**src/rtl/mips_mc.sv**
```systemverilog
`default_nettype none
// ============================================================================
// Module   : mips_mc
// Brief    : Multicycle MIPS subset core (lw, sw, add, sub, and, or, slt,
//            beq, addi, j) with a unified memory port and debug readout.
//            Optional macro MIPS_MC_BNE_EN adds bne (opcode 05h).
// Revision : 1.0 - initial release
// ============================================================================
module mips_mc #(
    parameter int unsigned ADDR_W   = 32,
    parameter logic [31:0] RESET_PC = 32'h0000_0000
) (
    input  logic              clk,
    input  logic              reset,
    output logic              mem_req,
    output logic              mem_we,
    output logic [ADDR_W-1:0] mem_addr,
    output logic [31:0]       mem_wdata,
    input  logic [31:0]       mem_rdata,
    input  logic              mem_ready,
    output logic [31:0]       pc,
    output logic              halted,
    input  logic [4:0]        dbg_sel,
    output logic [31:0]       dbg_data
);

    typedef enum logic [3:0] {
        FETCH   = 4'd0,
        DECODE  = 4'd1,
        MEMADR  = 4'd2,
        MEMRD   = 4'd3,
        MEMWB   = 4'd4,
        MEMWR   = 4'd5,
        RTYPEEX = 4'd6,
        RTYPEWB = 4'd7,
        BEQEX   = 4'd8,
        ADDIEX  = 4'd9,
        ADDIWB  = 4'd10,
        JEX     = 4'd11,
        TRAP    = 4'd12
    } state_t;

    localparam logic [5:0] c_op_rtype = 6'h00;
    localparam logic [5:0] c_op_j     = 6'h02;
    localparam logic [5:0] c_op_beq   = 6'h04;
    localparam logic [5:0] c_op_addi  = 6'h08;
    localparam logic [5:0] c_op_lw    = 6'h23;
    localparam logic [5:0] c_op_sw    = 6'h2B;
`ifdef MIPS_MC_BNE_EN
    localparam logic [5:0] c_op_bne   = 6'h05;
`endif

    state_t      r_state;
    state_t      w_next;
    logic [31:0] r_pc;
    logic [31:0] r_ir;
    logic [31:0] r_a;
    logic [31:0] r_b;
    logic [31:0] r_aluout;
    logic [31:0] r_mdr;
    logic [31:0] r_rf [32];

    logic [5:0]  w_op;
    logic [4:0]  w_rs;
    logic [4:0]  w_rt;
    logic [4:0]  w_rd;
    logic [5:0]  w_funct;
    logic [31:0] w_simm;
    logic [31:0] w_alu_r;
    logic        w_funct_ok;
    logic        w_taken;
    logic [31:0] w_addr;

    assign w_op    = r_ir[31:26];
    assign w_rs    = r_ir[25:21];
    assign w_rt    = r_ir[20:16];
    assign w_rd    = r_ir[15:11];
    assign w_funct = r_ir[5:0];
    assign w_simm  = {{16{r_ir[15]}}, r_ir[15:0]};

`ifdef MIPS_MC_BNE_EN
    // bne shares the BEQEX state; only the taken condition is inverted.
    assign w_taken = (w_op == c_op_bne) ? (r_a != r_b) : (r_a == r_b);
`else
    assign w_taken = (r_a == r_b);
`endif

    assign pc        = r_pc;
    assign halted    = (r_state == TRAP);
    assign mem_wdata = r_b;
    assign mem_addr  = w_addr[ADDR_W-1:0];
    assign dbg_data  = (dbg_sel == 5'd0) ? 32'd0 : r_rf[dbg_sel];

    // R-type ALU: result plus a flag for funct codes the core implements.
    always_comb begin
        w_alu_r    = 32'd0;
        w_funct_ok = 1'b1;
        case (w_funct)
            6'h20:   w_alu_r = r_a + r_b;
            6'h22:   w_alu_r = r_a - r_b;
            6'h24:   w_alu_r = r_a & r_b;
            6'h25:   w_alu_r = r_a | r_b;
            6'h2A:   w_alu_r = {31'd0, ($signed(r_a) < $signed(r_b))};
            default: w_funct_ok = 1'b0;
        endcase
    end

    // State register; reset always restarts at FETCH.
    always_ff @(posedge clk) begin
        if (!reset) begin
            r_state <= FETCH;
        end else begin
            r_state <= w_next;
        end
    end

    // Next-state and memory-port decode; reset masks any pending access.
    always_comb begin
        w_next  = r_state;
        mem_req = 1'b0;
        mem_we  = 1'b0;
        w_addr  = r_aluout;
        case (r_state)
            FETCH: begin
                mem_req = 1'b1;
                w_addr  = r_pc;
                if (mem_ready) w_next = DECODE;
            end
            DECODE: begin
                case (w_op)
                    c_op_lw, c_op_sw: w_next = MEMADR;
                    c_op_rtype:       w_next = RTYPEEX;
                    c_op_beq:         w_next = BEQEX;
`ifdef MIPS_MC_BNE_EN
                    c_op_bne:         w_next = BEQEX;
`endif
                    c_op_addi:        w_next = ADDIEX;
                    c_op_j:           w_next = JEX;
                    default:          w_next = TRAP;
                endcase
            end
            MEMADR:  w_next = (w_op == c_op_sw) ? MEMWR : MEMRD;
            MEMRD: begin
                mem_req = 1'b1;
                if (mem_ready) w_next = MEMWB;
            end
            MEMWR: begin
                mem_req = 1'b1;
                mem_we  = 1'b1;
                if (mem_ready) w_next = FETCH;
            end
            RTYPEEX: w_next = w_funct_ok ? RTYPEWB : TRAP;
            ADDIEX:  w_next = ADDIWB;
            MEMWB, RTYPEWB, BEQEX, ADDIWB, JEX: w_next = FETCH;
            TRAP:    w_next = TRAP;
            default: w_next = FETCH;
        endcase
        if (!reset) begin
            mem_req = 1'b0;
            mem_we  = 1'b0;
        end
    end

    // Datapath registers and register file; $0 writes are dropped.
    always_ff @(posedge clk) begin
        if (!reset) begin
            r_pc     <= RESET_PC;
            r_ir     <= 32'd0;
            r_a      <= 32'd0;
            r_b      <= 32'd0;
            r_aluout <= 32'd0;
            r_mdr    <= 32'd0;
            for (int i = 0; i < 32; i++) begin
                r_rf[i] <= 32'd0;
            end
        end else begin
            case (r_state)
                FETCH: begin
                    if (mem_ready) begin
                        r_ir <= mem_rdata;
                        r_pc <= r_pc + 32'd4;
                    end
                end
                DECODE: begin
                    r_a      <= r_rf[w_rs];
                    r_b      <= r_rf[w_rt];
                    r_aluout <= r_pc + {w_simm[29:0], 2'b00};
                end
                MEMADR, ADDIEX: r_aluout <= r_a + w_simm;
                MEMRD: begin
                    if (mem_ready) r_mdr <= mem_rdata;
                end
                MEMWB: begin
                    if (w_rt != 5'd0) r_rf[w_rt] <= r_mdr;
                end
                RTYPEEX: r_aluout <= w_alu_r;
                RTYPEWB: begin
                    if (w_rd != 5'd0) r_rf[w_rd] <= r_aluout;
                end
                ADDIWB: begin
                    if (w_rt != 5'd0) r_rf[w_rt] <= r_aluout;
                end
                BEQEX: begin
                    if (w_taken) r_pc <= r_aluout;
                end
                JEX: r_pc <= {r_pc[31:28], r_ir[25:0], 2'b00};
                default: ;
            endcase
        end
    end

endmodule
`default_nettype wire

```
**config.mk**
```make
export PLATFORM = sky130hd
export DESIGN_NAME = mips_mc
export DESIGN_NICKNAME = d
export VERILOG_FILES = /design/src/rtl/mips_mc.sv
export SDC_FILE = /design/constraint.sdc
export NUM_CORES = 2
export LEC_CHECK = 0
export CAP_MARGIN = 25
export CORE_ASPECT_RATIO = 1.75
export CORE_UTILIZATION = 60
export CTS_BUF_LIST = sky130_fd_sc_hd__clkbuf_8
export DETAILED_ROUTE_END_ITERATION = 7
export PLACE_DENSITY = 0.84
export SLEW_MARGIN = 20
export SYNTH_ARGS = -nofsm -noshare
export SYNTH_HDL_FRONTEND = slang
export SYNTH_SLANG_ARGS = --single-unit
```
**constraint.sdc**
```tcl
create_clock -name clk -period 8 [get_ports clk]
set_input_delay 1.2 -clock clk [delete_from_list [all_inputs] [get_ports clk]]
set_output_delay 1.2 -clock clk [all_outputs]
set_load 0.01 [all_outputs]
```
==> impl_table.tex <==
\begin{tabular}{lr}
\hline
Metric & Value \\
\hline
\multicolumn{2}{l}{\textbf{Outcome}} \\
Status & finished, violations left \\
Violated checks & DRC \\
\multicolumn{2}{l}{\textbf{Final layout}} \\
Commonest cells after routing, fill and taps aside & nor2\_1, edfxtp\_1, mux4\_2 \\
Final std cells w/o fill & 7646 \\
Most common library cell in the layout ignoring fill and taps & nor2\_1 \\
Layout cell share with drive strength beyond 1 & 0.258 \\
Count of nets after finishing & 6056 \\
Total non-filler cell area in the finished layout & 83500 sq um \\
Layout Area Growth over Synthesis & 9.31\% \\
Fin util & 0.663 \\
\multicolumn{2}{l}{\textbf{GRT}} \\
GR Util All Layers & 0.439 \\
Pin count of the biggest net entering global routing & 134 \\
Antenna violations before repair & 16 \\
Total congestion overflow after global routing & 0 \\
Global-route wire length before repair & about 400000 um \\
Number of global-route vias before repair & 58100 \\
\multicolumn{2}{l}{\textbf{Critical path}} \\
R2R Setup Slk & 2.51 ns \\
Reg2Reg Launch Point & r\_state[0] \\
Worst setup startpoint & dbg\_sel[0] \\
Worst path buffer plus inverter count & 3 \\
Cell with the biggest individual delay on the critical path & buf\_4 \\
Cell mode on critical path & mux4\_2 \\
Number of cell instances on the worst register-to-register path & 9 \\
Maximum net fanout on the critical path & 73 \\
Critical path cell sequence & buf\_8, buf\_4, mux4\_2, mux4\_2, mux2i\_1, nor2\_1, clkdlybuf4s50\_1 \\
Capture point of the critical path & dbg\_data[31] \\
Critical path start-end classification & primary input to output port \\
CP Capture Type & output port \\
Required arrival time at the worst endpoint & approximately 7 ns \\
Largest delay share family, worst path & buffers and inverters \\
Crit Reg-Reg Endpoint & r\_rf[9][21] \\
WP data arrival & roughly 4.7 ns \\
Critical path startpoint category & primary input \\
Delay of the slowest cell on the worst path & approximately 0.65 ns \\
Crit path depth & 7 \\
\multicolumn{2}{l}{\textbf{Timing}} \\
Worst max-slew margin expressed relative to the limit & 0.223 \\
Count of endpoints failing hold in the final timing report & 0 \\
Final worst path period share & 0.738 \\
Largest clock skew in the final design & 0.0437 ns \\
Minimum period implied by the final worst setup slack & 5.91 ns \\
Setup repair after global routing missed its margin & false \\
Minimum setup slack in the final design & 2.09 ns \\
Worst-margin pin slew & 1.13 ns \\
Maximum clock frequency & 0.169 GHz \\
Final setup fails & 0 \\
Final slew viol count & 0 \\
Setup\_tns & 0 ns \\
\multicolumn{2}{l}{\textbf{Die}} \\
Die Ht & approximately 470 um \\
\# IOs & 171 \\
Initial standard-cell utilization of the core & 0.607 \\
Die boundary width & between 200 and 300 um \\
Floorplan core area & 126000 sq um \\
Number of placement rows & 172 \\
Die Area & 129000 sq um \\
\multicolumn{2}{l}{\textbf{Routing}} \\
Final WL & 284000 um \\
ANT nets after route & 0 \\
Post-DR wirelength/cell & 37.1 um \\
Iteration-0 DRC Markers & 9986 \\
Detailed-route via count & 59700 \\
Vias per std cell & just under 8 \\
Drt pass-1 iters & 8 \\
Post-route DRC violation count & 26 \\
\multicolumn{2}{l}{\textbf{Power}} \\
VDD IR-drop max & 0.175 mV \\
P\_leak & between 20 and 30 nW \\
Power per standard cell area & 232 nW/um\^{}2 \\
\multicolumn{2}{l}{\textbf{Logic synthesis}} \\
Number of library cell types mapped by synthesis & 104 \\
Post-synth EDFFs & between 1000 and 1500 \\
Async set-or-reset flop fraction in the synthesized netlist & 0 \\
Mapped Area & 76400 sq um \\
Post-Syn Area per Cell & 12.9 sq um \\
Share of the yosys chip area belonging to registers & 0.454 \\
Synth Flop Type & edfxtp\_1 \\
Flip-flop and latch count after synthesis & 1220 \\
Syn. warnings & 0 \\
Synth Instances & slightly below 6000 \\
\multicolumn{2}{l}{\textbf{Clock tree}} \\
Clock buffer depth & 3 \\
Latest clock arrival within the worst-skew pair & 0.95 ns \\
CTS tree & done \\
Number of buffers inserted during clock tree synthesis & 176 \\
CTS Sinks & 1220 \\
Clock root buffer master & clkbuf\_8 \\
Buffers inserted during post-CTS setup optimization & 0 \\
Post-CTS Hold Buffers & 0 \\
H-tree depth reported by CTS & 4 \\
Worst-path clk slew & around 0.070 ns \\
Post-cts resize count & 0 \\
\multicolumn{2}{l}{\textbf{Run}} \\
Maxcap violations & 0 \\
\multicolumn{2}{l}{\textbf{Placement}} \\
Final weighted congestion of routability-driven global placement & slightly above 1 \\
Dpl cells & 7306 \\
Worst setup timing slack at the placement stage & 2.03 ns \\
Dpl hpwl & 194000 um \\
Placed instance area & $\sim$80000 sq um \\
Quantity of I/O buffers inserted on ports & 170 \\
\multicolumn{2}{l}{\textbf{Min path}} \\
Worst Min Path Start & r\_mdr[15] \\
Min-delay worst type & register to register \\
\hline
\end{tabular}
==> cell families (layout without fill, tap and decap cells) <==
group / count (synthesis) / after routing / share of synthesized area
AOI/OAI and AO/OA: 761 / 761 / 0.0667
and+or+nand+nor: 1863 / 1863 / 0.0995
DFF: 1220 / 1220 / 0.454
adders and majority gates: 172 / 172 / 0.0286
other: 1 / 37 / 0.0000491
buffers and inverters: 682 / 730 / 0.0361
xor gates and xnor gates: 76 / 76 / 0.00871
muxes: 1134 / 1134 / 0.306
==> per-stage QoR <==
step	hold WS (ns)	total power [W]
after floorplan	0.436	0.0116
after global placement	0.453	0.0137
after detailed placement	0.463	0.0138
after CTS	0.473	0.0190
after global routing	0.491	0.0198
final	0.473	0.0193
==> worst min path at each step <==
stage | end | cells after the start | slack, ns
final | r_mdr[15] | 2 | 0.47
after global routing | r_mdr[16] | 2 | 0.49
after CTS | r_mdr[15] | 2 | 0.47
after detailed placement | r_mdr[15] | 2 | 0.46
after global placement | r_mdr[13] | 2 | 0.45
after floorplan | r_mdr[0] | 2 | 0.44
==> synth_stat cells (6+ instances only) <==
cell       count  area share
a221oi_1      28      0.0032
o22ai_1       12     0.00098
nand4_1       25      0.0020
buf_1         64      0.0031
a31oi_1       23      0.0019
mux4_2       960        0.28
a22oi_1       17      0.0017
o21bai_1      25      0.0025
dfxtp_1      196       0.051
buf_6          9      0.0013
a221o_1       17      0.0022
buf_2         65      0.0043
mux2i_1      138       0.018
xor2_1        33      0.0038
nor3b_1        6     0.00059
mux2_2        36      0.0053
o221ai_1      21      0.0024
nand2b_1      16      0.0013
a2111oi_0      7     0.00080
o2111ai_1      7     0.00080
edfxtp_1    1024        0.40
a222oi_1      10      0.0013
nor2b_1       26      0.0021
and2_1        15      0.0012
ha_1         168       0.028
a211oi_1      88      0.0086
o211ai_1      20      0.0020
nor4_1        13      0.0011
clkbuf_1     424       0.021
inv_1        109      0.0054
nand2_1      322       0.016
nand3_1       50      0.0033
and3_1        21      0.0017
a21o_1        40      0.0039
o21ai_0      104      0.0068
nor2_1      1282       0.063
o21ai_1       29      0.0019
xnor2_1       43      0.0049
or2_2          6     0.00049
a21oi_1      234       0.015
nor3_1        46      0.0030
o31ai_1       14      0.0014
==> worst register-to-register path: stages, from the launching register on <==
cell and delay, ns:
dfxtp_1 0.65, nor2b_1 0.57, nand4_1 0.32, a21oi_4 0.43, a41o_4 0.16, a41o_1 0.17
nand2_1 0.13, nor2_2 0.63, nand2_2 0.82, nand2_2 1.14
==> state kept, by name, summed over array words and instances, names as in the netlist <==
signal     flops
r_state        4
pc            32
r_aluout      32
mem_wdata     32
r_ir          32
r_rf        1024
r_mdr         32
r_a           32
==> metal layers <==
layer / wire [um] / GRT usage / vias up
met3: 44700 / 0.159 / 1587
met1: 82300 / 0.502 / 29100
li1: - / - / 22800
met4: 24800 / 0.297 / 20
met5: 155 / 0 / -
met2: 132000 / 0.692 / 6230
==> power by group <==
| group | switching, W | total, W | internal [W] |
|---|---|---|---|
| clock network | 0.00276 | 0.00544 | 0.00268 |
| registers | 0.000690 | 0.00793 | 0.00724 |
| logic | 0.00347 | 0.00597 | 0.00250 |
| total | 0.00693 | 0.0193 | 0.0124 |
==> final cells by class <==
| type | instances | area, sq um |
|---|---|---|
| inverter | 113 | 434 |
| tap | 1653 | 2070 |
| fill | 8675 | 42400 |
| antenna | 5 | 12.5 |
| clock buffer | 180 | 2480 |
| multi-input combinational | 4038 | 39500 |
| clock inverter | 142 | 1210 |
| sequential | 1220 | 34700 |
| timing repair buffer | 295 | 3050 |
Note: power is estimated with default switching activity, not from simulation.
